[config.mk]
export PLATFORM = sky130hd
export DESIGN_NAME = ingress_packetizer_arbiter
export DESIGN_NICKNAME = d
export VERILOG_FILES = /design/src/rtl/ingress_packetizer_arbiter.sv
export SDC_FILE = /design/constraint.sdc
export NUM_CORES = 1
export LEC_CHECK = 0
export BUFFER_PORTS_ARGS = -buffer_cell sky130_fd_sc_hd__buf_2
export CAP_MARGIN = 10
export CORE_AREA = 3 3 274 276
export CTS_BUF_LIST = sky130_fd_sc_hd__clkbuf_16
export CTS_CLUSTER_SIZE = 8
export DETAILED_ROUTE_END_ITERATION = 10
export DIE_AREA = 0 0 277 279
export GPL_TIMING_DRIVEN = 0
export HOLD_SLACK_MARGIN = 0.05
export PLACE_DENSITY = 0.31
export SKIP_LAST_GASP = 1
export SLEW_MARGIN = 20
export SYNTH_ARGS = -nofsm -noshare
export SYNTH_HDL_FRONTEND = slang
export SYNTH_SLANG_ARGS = --single-unit
[constraint.sdc]
create_clock -name clk -period 2.6 [get_ports clk]
set_input_delay 0.52 -clock clk [delete_from_list [all_inputs] [get_ports clk]]
set_output_delay 0.52 -clock clk [all_outputs]
set_load 0.05 [all_outputs]
[src/rtl/ingress_packetizer_arbiter.sv]
// Round-robin arbiter that shares one packetizer ingress between C_NUM_REQ sources.
// Define PACKETIZER_ARB_BURST_LOCK_EN to hold a grant for up to C_MAX_BURST beats.
module ingress_packetizer_arbiter #(
  parameter int unsigned C_NUM_REQ              = 4,
  parameter int unsigned C_PACKET_PAYLOAD_WIDTH = 128,
  parameter int unsigned C_MAX_BURST            = 16
) (
  input  logic                                        clk,
  input  logic                                        rst,
  input  logic [C_NUM_REQ-1:0]                        req_valid,
  output logic [C_NUM_REQ-1:0]                        req_ready,
  input  logic [C_NUM_REQ*C_PACKET_PAYLOAD_WIDTH-1:0] req_data,
  input  logic [C_NUM_REQ*2-1:0]                      req_mode,
  input  logic [C_NUM_REQ*8-1:0]                      req_option,
  output logic                                        pkt_valid,
  input  logic                                        pkt_ready,
  output logic [C_PACKET_PAYLOAD_WIDTH-1:0]           pkt_data,
  output logic [1:0]                                  pkt_mode,
  output logic [7:0]                                  pkt_option,
  output logic [C_NUM_REQ-1:0]                        grant,
  output logic                                        busy
);

  localparam int unsigned IdxW = $clog2(C_NUM_REQ);
  localparam int unsigned W    = C_PACKET_PAYLOAD_WIDTH;

  if (C_NUM_REQ < 2 || C_NUM_REQ > 8 || C_MAX_BURST < 1 || C_MAX_BURST > 256) begin : g_bad_cfg
    $error("ingress_packetizer_arbiter: parameter out of range");
  end

  typedef enum logic [0:0] {StIdle, StGrant} state_e;

  state_e              state_q, state_d;
  logic [C_NUM_REQ-1:0] grant_q, grant_d;
  logic [IdxW-1:0]     gidx_q, gidx_d;
  logic [IdxW-1:0]     ptr_q, ptr_d;
  logic [1:0]          mode_q, mode_d;
  logic [7:0]          option_q, option_d;

  logic                sel_found;
  logic [IdxW-1:0]     sel_idx;
  logic [IdxW:0]       cand;
  logic [1:0]          sel_mode;
  logic [7:0]          sel_option;
  logic                gvalid;
  logic                burst_done;
  logic                rel_grant;

  assign gvalid = req_valid[gidx_q];

`ifdef PACKETIZER_ARB_BURST_LOCK_EN
  logic [7:0] cnt_q, cnt_d;
  logic [8:0] cnt_inc;
  logic       beat;

  // Nine bits so a C_MAX_BURST of 256 is still reachable from a saturating 8-bit count.
  assign cnt_inc    = {1'b0, cnt_q} + 9'd1;
  assign burst_done = (cnt_inc >= 9'(C_MAX_BURST));
  assign beat       = (state_q == StGrant) && gvalid && pkt_ready;
`else
  assign burst_done = 1'b1;
`endif

  assign rel_grant = (state_q == StGrant) && (!gvalid || (pkt_ready && burst_done));

  // First valid requester at or after the pointer, wrapping.
  always_comb begin
    sel_found  = 1'b0;
    sel_idx    = '0;
    cand       = '0;
    sel_mode   = '0;
    sel_option = '0;
    for (int k = 0; k < C_NUM_REQ; k++) begin
      cand = {1'b0, ptr_q} + (IdxW+1)'(k);
      if (cand >= (IdxW+1)'(C_NUM_REQ)) begin
        cand = cand - (IdxW+1)'(C_NUM_REQ);
      end
      if (!sel_found && req_valid[cand[IdxW-1:0]]) begin
        sel_found = 1'b1;
        sel_idx   = cand[IdxW-1:0];
      end
    end
    for (int i = 0; i < C_NUM_REQ; i++) begin
      if (sel_idx == IdxW'(i)) begin
        sel_mode   = req_mode[2*i +: 2];
        sel_option = req_option[8*i +: 8];
      end
    end
  end

  always_ff @(posedge clk) begin
    if (rst) begin
      state_q  <= StIdle;
      grant_q  <= '0;
      gidx_q   <= '0;
      ptr_q    <= '0;
      mode_q   <= '0;
      option_q <= '0;
`ifdef PACKETIZER_ARB_BURST_LOCK_EN
      cnt_q    <= '0;
`endif
    end else begin
      state_q  <= state_d;
      grant_q  <= grant_d;
      gidx_q   <= gidx_d;
      ptr_q    <= ptr_d;
      mode_q   <= mode_d;
      option_q <= option_d;
`ifdef PACKETIZER_ARB_BURST_LOCK_EN
      cnt_q    <= cnt_d;
`endif
    end
  end

  always_comb begin
    state_d  = state_q;
    grant_d  = grant_q;
    gidx_d   = gidx_q;
    ptr_d    = ptr_q;
    mode_d   = mode_q;
    option_d = option_q;
`ifdef PACKETIZER_ARB_BURST_LOCK_EN
    cnt_d    = cnt_q;
`endif
    unique case (state_q)
      StIdle: begin
        if (sel_found) begin
          state_d          = StGrant;
          grant_d          = '0;
          grant_d[sel_idx] = 1'b1;
          gidx_d           = sel_idx;
          mode_d           = sel_mode;
          option_d         = sel_option;
`ifdef PACKETIZER_ARB_BURST_LOCK_EN
          cnt_d            = '0;
`endif
        end
      end
      StGrant: begin
`ifdef PACKETIZER_ARB_BURST_LOCK_EN
        if (beat) begin
          cnt_d = cnt_inc[8] ? 8'hFF : cnt_inc[7:0];
        end
`endif
        if (rel_grant) begin
          state_d = StIdle;
          grant_d = '0;
          ptr_d   = (gidx_q == IdxW'(C_NUM_REQ - 1)) ? '0 : gidx_q + 1'b1;
        end
      end
      default: state_d = StIdle;
    endcase
  end

  always_comb begin
    busy       = (state_q == StGrant);
    grant      = grant_q;
    pkt_mode   = mode_q;
    pkt_option = option_q;
    pkt_valid  = busy && gvalid;
    pkt_data   = '0;
    req_ready  = '0;
    if (busy) begin
      for (int i = 0; i < C_NUM_REQ; i++) begin
        if (gidx_q == IdxW'(i)) begin
          pkt_data     = req_data[i*W +: W];
          req_ready[i] = pkt_ready;
        end
      end
    end
  end

endmodule
---- Word-level counts from Yosys, hierarchy flattened ----
Cells that the tools add are included.
W data, S select, Z words.
operators by class
  reductions and logical operators ........ 16
  shifts and indexed selects .............. 0
  $add $sub $neg .......................... 8
  bitwise logic cells ..................... 1
  $mul .................................... 0
  eq/ne operators ......................... 8
  divide/modulo/power cells ............... 0
  order comparisons ....................... 11
  muxes and demuxes ....................... 49
operators by type and width
  kind                   count
  $mux W128              5
  $mux W8                4
  $mux W2                13
  $lt A2 B3 Y1 const B   6
  $mux W1                16
  $mux W4                3
  $bmux W1 S2            5
  $ge A3 B3 Y1 const B   3
  $eq A2 B2 Y1 const B   4
  $pmux W4 S2            1
  $sub A2 B1 Y2 const B  4
  $add A2 B2 Y3 const B  2
  $logic_and A1 B1 Y1    6
  $reduce_and A2 Y1      3
  $eq A2 B1 Y1 const B   2
  $logic_not A1 Y1       4
  $logic_not A2 Y1       2
  $add A2 B1 Y3 const B  1
  $ge A2 B3 Y1 const B   1
  $add A2 B1 Y2 const B  1
  $demux W1 S2           1
  $ge A2 B1 Y1 const B   1
  $ne A2 B1 Y1 const B   1
  $ne A2 B2 Y1 const B   1
  other kinds (3)        3
storage, ports and cells
  word-level logic and storage cells ...... 99
  input port bits ......................... 559
  output and inout bits ................... 148
  bits in writable memories ............... 0
  memories ................................ 0
  bits in latches ......................... 0
  bits in read-only memories .............. 0
  register bits ........................... 19

---- Logic depth before layout (Yosys ltp) ----
  depth in word-level cells ............... 20
  gate-level depth with buffers ........... 11
  gate-level depth less buffers ........... 7

---- Least setup slack after synthesis ----
No wires, ideal clock.
  kind .................................... register to output
  start ................................... reg gidx_q[1]
  end ..................................... out pkt_data[75]
  arrival time ............................ 2.349 ns
  setup slack ............................. -0.269 ns
  data required time ...................... 2.080 ns
  stages on the path, launching flop included .. 12
  path buffers ............................ 4
  cells stage by stage .................... dfxtp_1 inv_1 ha_1 clkbuf_1 nor2b_1 buf_2 buf_2 buf_2 a221oi_1 nor3_1 a21oi_1 nor2b_1
on the way
  longest elaborated chain between the ends .. 6
  elaborated cells on any way between the ends .. 9
  those cells by class .................... eq/ne: 3; mux: 5; reduce/logical: 1
RTL lines
  element                 RTL line  source
  start, declared         35        logic [IdxW-1:0] gidx_q, gidx_d;
  start signal, assigned  105       gidx_q <= gidx_d;
  $logic_not A2 Y1        165       if (gidx_q == IdxW'(i)) begin
  $mux W128 (3 in a row)  165
  $mux W128 *             165
  $mux W128 *             163       if (busy) begin
  end, declared           17        output logic [C_PACKET_PAYLOAD_WIDTH-1:0] pkt_data,
Every way passes the cells marked *; elsewhere a longest branch is shown, timed or not.

---- Final worst setup path ----
  start ................................... reg gidx_q[1]
  end ..................................... out pkt_data[42]
The elaborated chain is that of the path after synthesis.

==> insert_results.sql <==
INSERT INTO impl_metrics (metric_group, metric, value, unit) VALUES
('final_layout', 'final_util', '0.196', ''),
('synth', 'synth_enable_flop_cells', '0', ''),
('timing', 'maxSlewHeadroom', '0.583', ''),
('timing', 'final-setup-viol-count', '98', ''),
('timing', 'highest_clock_rate', '363', 'MHz'),
('pwr', 'p_sw', '2.86', 'mW'),
('final_layout', 'post_route_cells_drive_above_1_share', '0.747', ''),
('global_routing', 'grt_pass1_vias', '11100', ''),
('pwr', 'sequential_power_share', '0.063', ''),
('synth', 'yosys_most_used_dff', 'sky130_fd_sc_hd__dfxtp_1', ''),
('clock_tree', 'max-clock-path-buffers', '2', ''),
('pwr', 'swShare', '0.520', ''),
('timing', 'slack_of_the_critical_path', '-0.157', 'ns'),
('synth', 'netlist_top_cells_count', '255 x sky130_fd_sc_hd__nor2b_1, 139 x sky130_fd_sc_hd__a21oi_1, 128 x sky130_fd_sc_hd__nor3_1', ''),
('placed_design', 'globalplace.congestion', '0.875', ''),
('setup_path', 'r2r-start', 'busy', ''),
('pwr', 'power.leakage', '6.26', 'nW'),
('synth', 'netlist_top_cells_area', 'sky130_fd_sc_hd__nor2b_1 28%, sky130_fd_sc_hd__a221oi_1 20%, sky130_fd_sc_hd__a21oi_1 12%, sky130_fd_sc_hd__nor3_1 11%, sky130_fd_sc_hd__dfxtp_1 6.7%', ''),
('timing', 'rsz0062_at_grt', 'true', ''),
('floorplanning', 'floorplan.io_pins', '707', ''),
('flow_run', 'max_cap_violations', '0', ''),
('setup_path', 'crit_path_start', 'gidx_q[1]', ''),
('floorplanning', 'height_of_the_die', '279', 'um'),
('synth', 'mappedNetlistArea', '5640', 'um^2'),
('drt', 'iteration_count_of_the_initial_detailed_routing_pass', '4', ''),
('pwr', 'share_clk_of_total_power', '0.058', ''),
('clock_tree', 'cts_root_buf', 'sky130_fd_sc_hd__clkbuf_16', ''),
('setup_path', 'classification_of_the_worst_setup_path', 'reg -> out', ''),
('global_routing', 'globalRoute.totalOverflow', '0', ''),
('final_layout', 'area_growth_syn_to_layout', '153', '%'),
('floorplanning', 'fp.dieW', '277', 'um'),
('placed_design', 'place.port_buffers', '706', ''),
('timing', 'final_hold_viol_count', '0', ''),
('run_status', 'run_status', 'complete, but fails checks', ''),
('setup_path', 'worst_ep_required_time', '2.08', 'ns'),
('clock_tree', 'cts.htree.levels', '1', ''),
('synth', 'synth.lib_cells_used.distinct', '33', ''),
('setup_path', 'worst-endpoint-arrival', '2.24', 'ns'),
('timing', 'worstMarginPinSlew', '0.626', 'ns'),
('synth', 'avgSynthCellArea', '6.48', 'um^2'),
('setup_path', 'cp_max_fo', '8', ''),
('global_routing', 'grt_use_total', '0.126', ''),
('pwr', 'vdd.ir_drop.worst', '0.203', 'mV'),
('worst_hold_path', 'worst_hold_path_type', 'reg -> reg', ''),
('global_routing', 'grt_first_pass_wirelength', '74200', 'um'),
('drt', 'drt.antenna.violating_nets', '0', ''),
('timing', 'fin_worst_skew', '0.00508', 'ns'),
('placed_design', 'hpwlAfterDp', '43000', 'um'),
('clock_tree', 'cts_tree', 'done', ''),
('run_status', 'failed_checks', 'setup timing', ''),
('placed_design', 'detailedPlace.worstSlack', '-1.54', 'ns'),
('pwr', 'powerDensity', '385', 'nW/um^2'),
('drt', 'drt-total-wl', '53900', 'um'),
('synth', 'synth_fp_nets', '1433', ''),
('clock_tree', 'tritoncts.num_buffers', '3', ''),
('drt', 'ratio_of_routed_vias_to_standard_cells', '4.01', ''),
('global_routing', 'grt_start_max_net_pins', '11', ''),
('timing', 'final_min_period_over_clock_period', '1.06', ''),
('synth', 'synth_seq_cells', '19', ''),
('synth', 'synth_area_leader', 'sky130_fd_sc_hd__nor2b_1', ''),
('drt', 'drc_violations_left', '0', ''),
('synth', 'number_of_instances_in_the_synthesized_netlist', '870', ''),
('final_layout', 'finalNetCount', '2171', ''),
('worst_hold_path', 'hold_path.startpoint', 'grant[1]', ''),
('timing', 'post-route-min-period', '2.76', 'ns'),
('synth', 'yosysSeqAreaShare', '0.0675', ''),
('synth', 'async_s_r_ff_share_synth', '0', ''),
('setup_path', 'worst_setup_path_start_kind', 'flop', ''),
('pwr', 'fin_total_pwr', '5.49', 'mW'),
('clock_tree', 'cts.sink_count', '19', ''),
('floorplanning', 'floorplan.die_area', '77300', 'um^2');
-- layer usage --
layer,part of all wire,wire (um),GRT usage
met1,0.38,20600,0.144
met2,0.53,28600,0.240
met3,0.059,3160,0.0230
met4,0.027,1440,0.0339
met5,0.00082,44,0
-- cells in the final DEF (no fill, tap or decap), drive strengths merged, types with 4 or more instances in the layout --
cell	n
nand3	6
or3	6
inv	7
dfxtp	19
buf	769
o221ai	10
ha	4
nor3	128
nor2b	255
a221oi	127
and3	4
mux2i	21
nor2	5
clkbuf	77
nand2	5
nand3b	11
a21oi	140
-- worst max-delay path, cell delays in order, from the launching register on --
cell and delay [ns]:
sky130_fd_sc_hd__dfxtp_4 0.39, sky130_fd_sc_hd__inv_4 0.05, sky130_fd_sc_hd__ha_4 0.15, sky130_fd_sc_hd__nor2b_4 0.14
sky130_fd_sc_hd__buf_12 0.16, sky130_fd_sc_hd__buf_4 0.16, sky130_fd_sc_hd__clkbuf_16 0.15, sky130_fd_sc_hd__a221oi_2 0.27
sky130_fd_sc_hd__nor3_2 0.07, sky130_fd_sc_hd__a21oi_2 0.20, sky130_fd_sc_hd__nor2b_2 0.07, sky130_fd_sc_hd__buf_6 0.15
-- flip-flops by register name, summed over array words and instances (netlist names) --
register,flops
pkt_mode,2
grant,4
ptr_q,2
pkt_option,8
busy,1
gidx_q,2
-- power by group through the flow --
| stage | clock network [mW] | logic, mW | registers (mW) |
|---|---|---|---|
| 2_1_floorplan | 0 | 2.16 | 0.438 |
| 3_3_place_gp | 0 | 3.47 | 0.348 |
| 3_5_place_dp | 0 | 3.48 | 0.349 |
| 4_1_cts | 0.334 | 4.38 | 0.344 |
| 6_report | 0.320 | 4.83 | 0.344 |
| 5_1_grt | 0.349 | 5.12 | 0.349 |
-- stage by stage --
step                      hold slack, ns  instances  area, um^2  setup TNS (ns)
after floorplan                    0.447        870        6100         -0.0253
after global placement             0.455       2535       10800         -170.83
after detailed placement           0.461       2537       10900         -127.59
after CTS                          0.469       2557       13100          -17.91
after global routing               0.499       2566       14300          -20.42
final                              0.469       2567       14300           -6.36
-- path summary, 6_finish.rpt --
kind / end / cells past startpoint
max: pkt_data[42] / 11
min: grant[1] / 2
max reg2reg: pkt_option[3] / 6
min reg2reg: grant[1] / 2
-- cell type report --
cell class	count	area (um^2)
fill	8321	58500
multi-input combinational	735	6800
timing repair buffer	740	4870
tap	959	1200
buffer	103	920
sequential	19	388
clock buffer	3	75.1
inverter	6	27.5
clock inverter	1	3.75
antenna	1	2.50
-- what timing repair did --
item / in CTS / in global routing
endpoints found under the setup margin: 132 / 130
cloned: 6 / 5
pin swaps: 38 / 55
setup buffers: 14 / 9
gates resized for setup: 527 / 240
-- kinds of logic after synthesis --
group | Yosys count | share of synthesized area
AO/OA/AOI/OAI | 282 | 0.355
flip-flops | 19 | 0.0675
multiplexers | 23 | 0.0439
AND/OR/NAND/NOR | 426 | 0.443
adder cells (fa/ha/maj) | 4 | 0.00888
buffers and inverters | 116 | 0.0814
No activity file was read; power rests on OpenSTA's default activity.
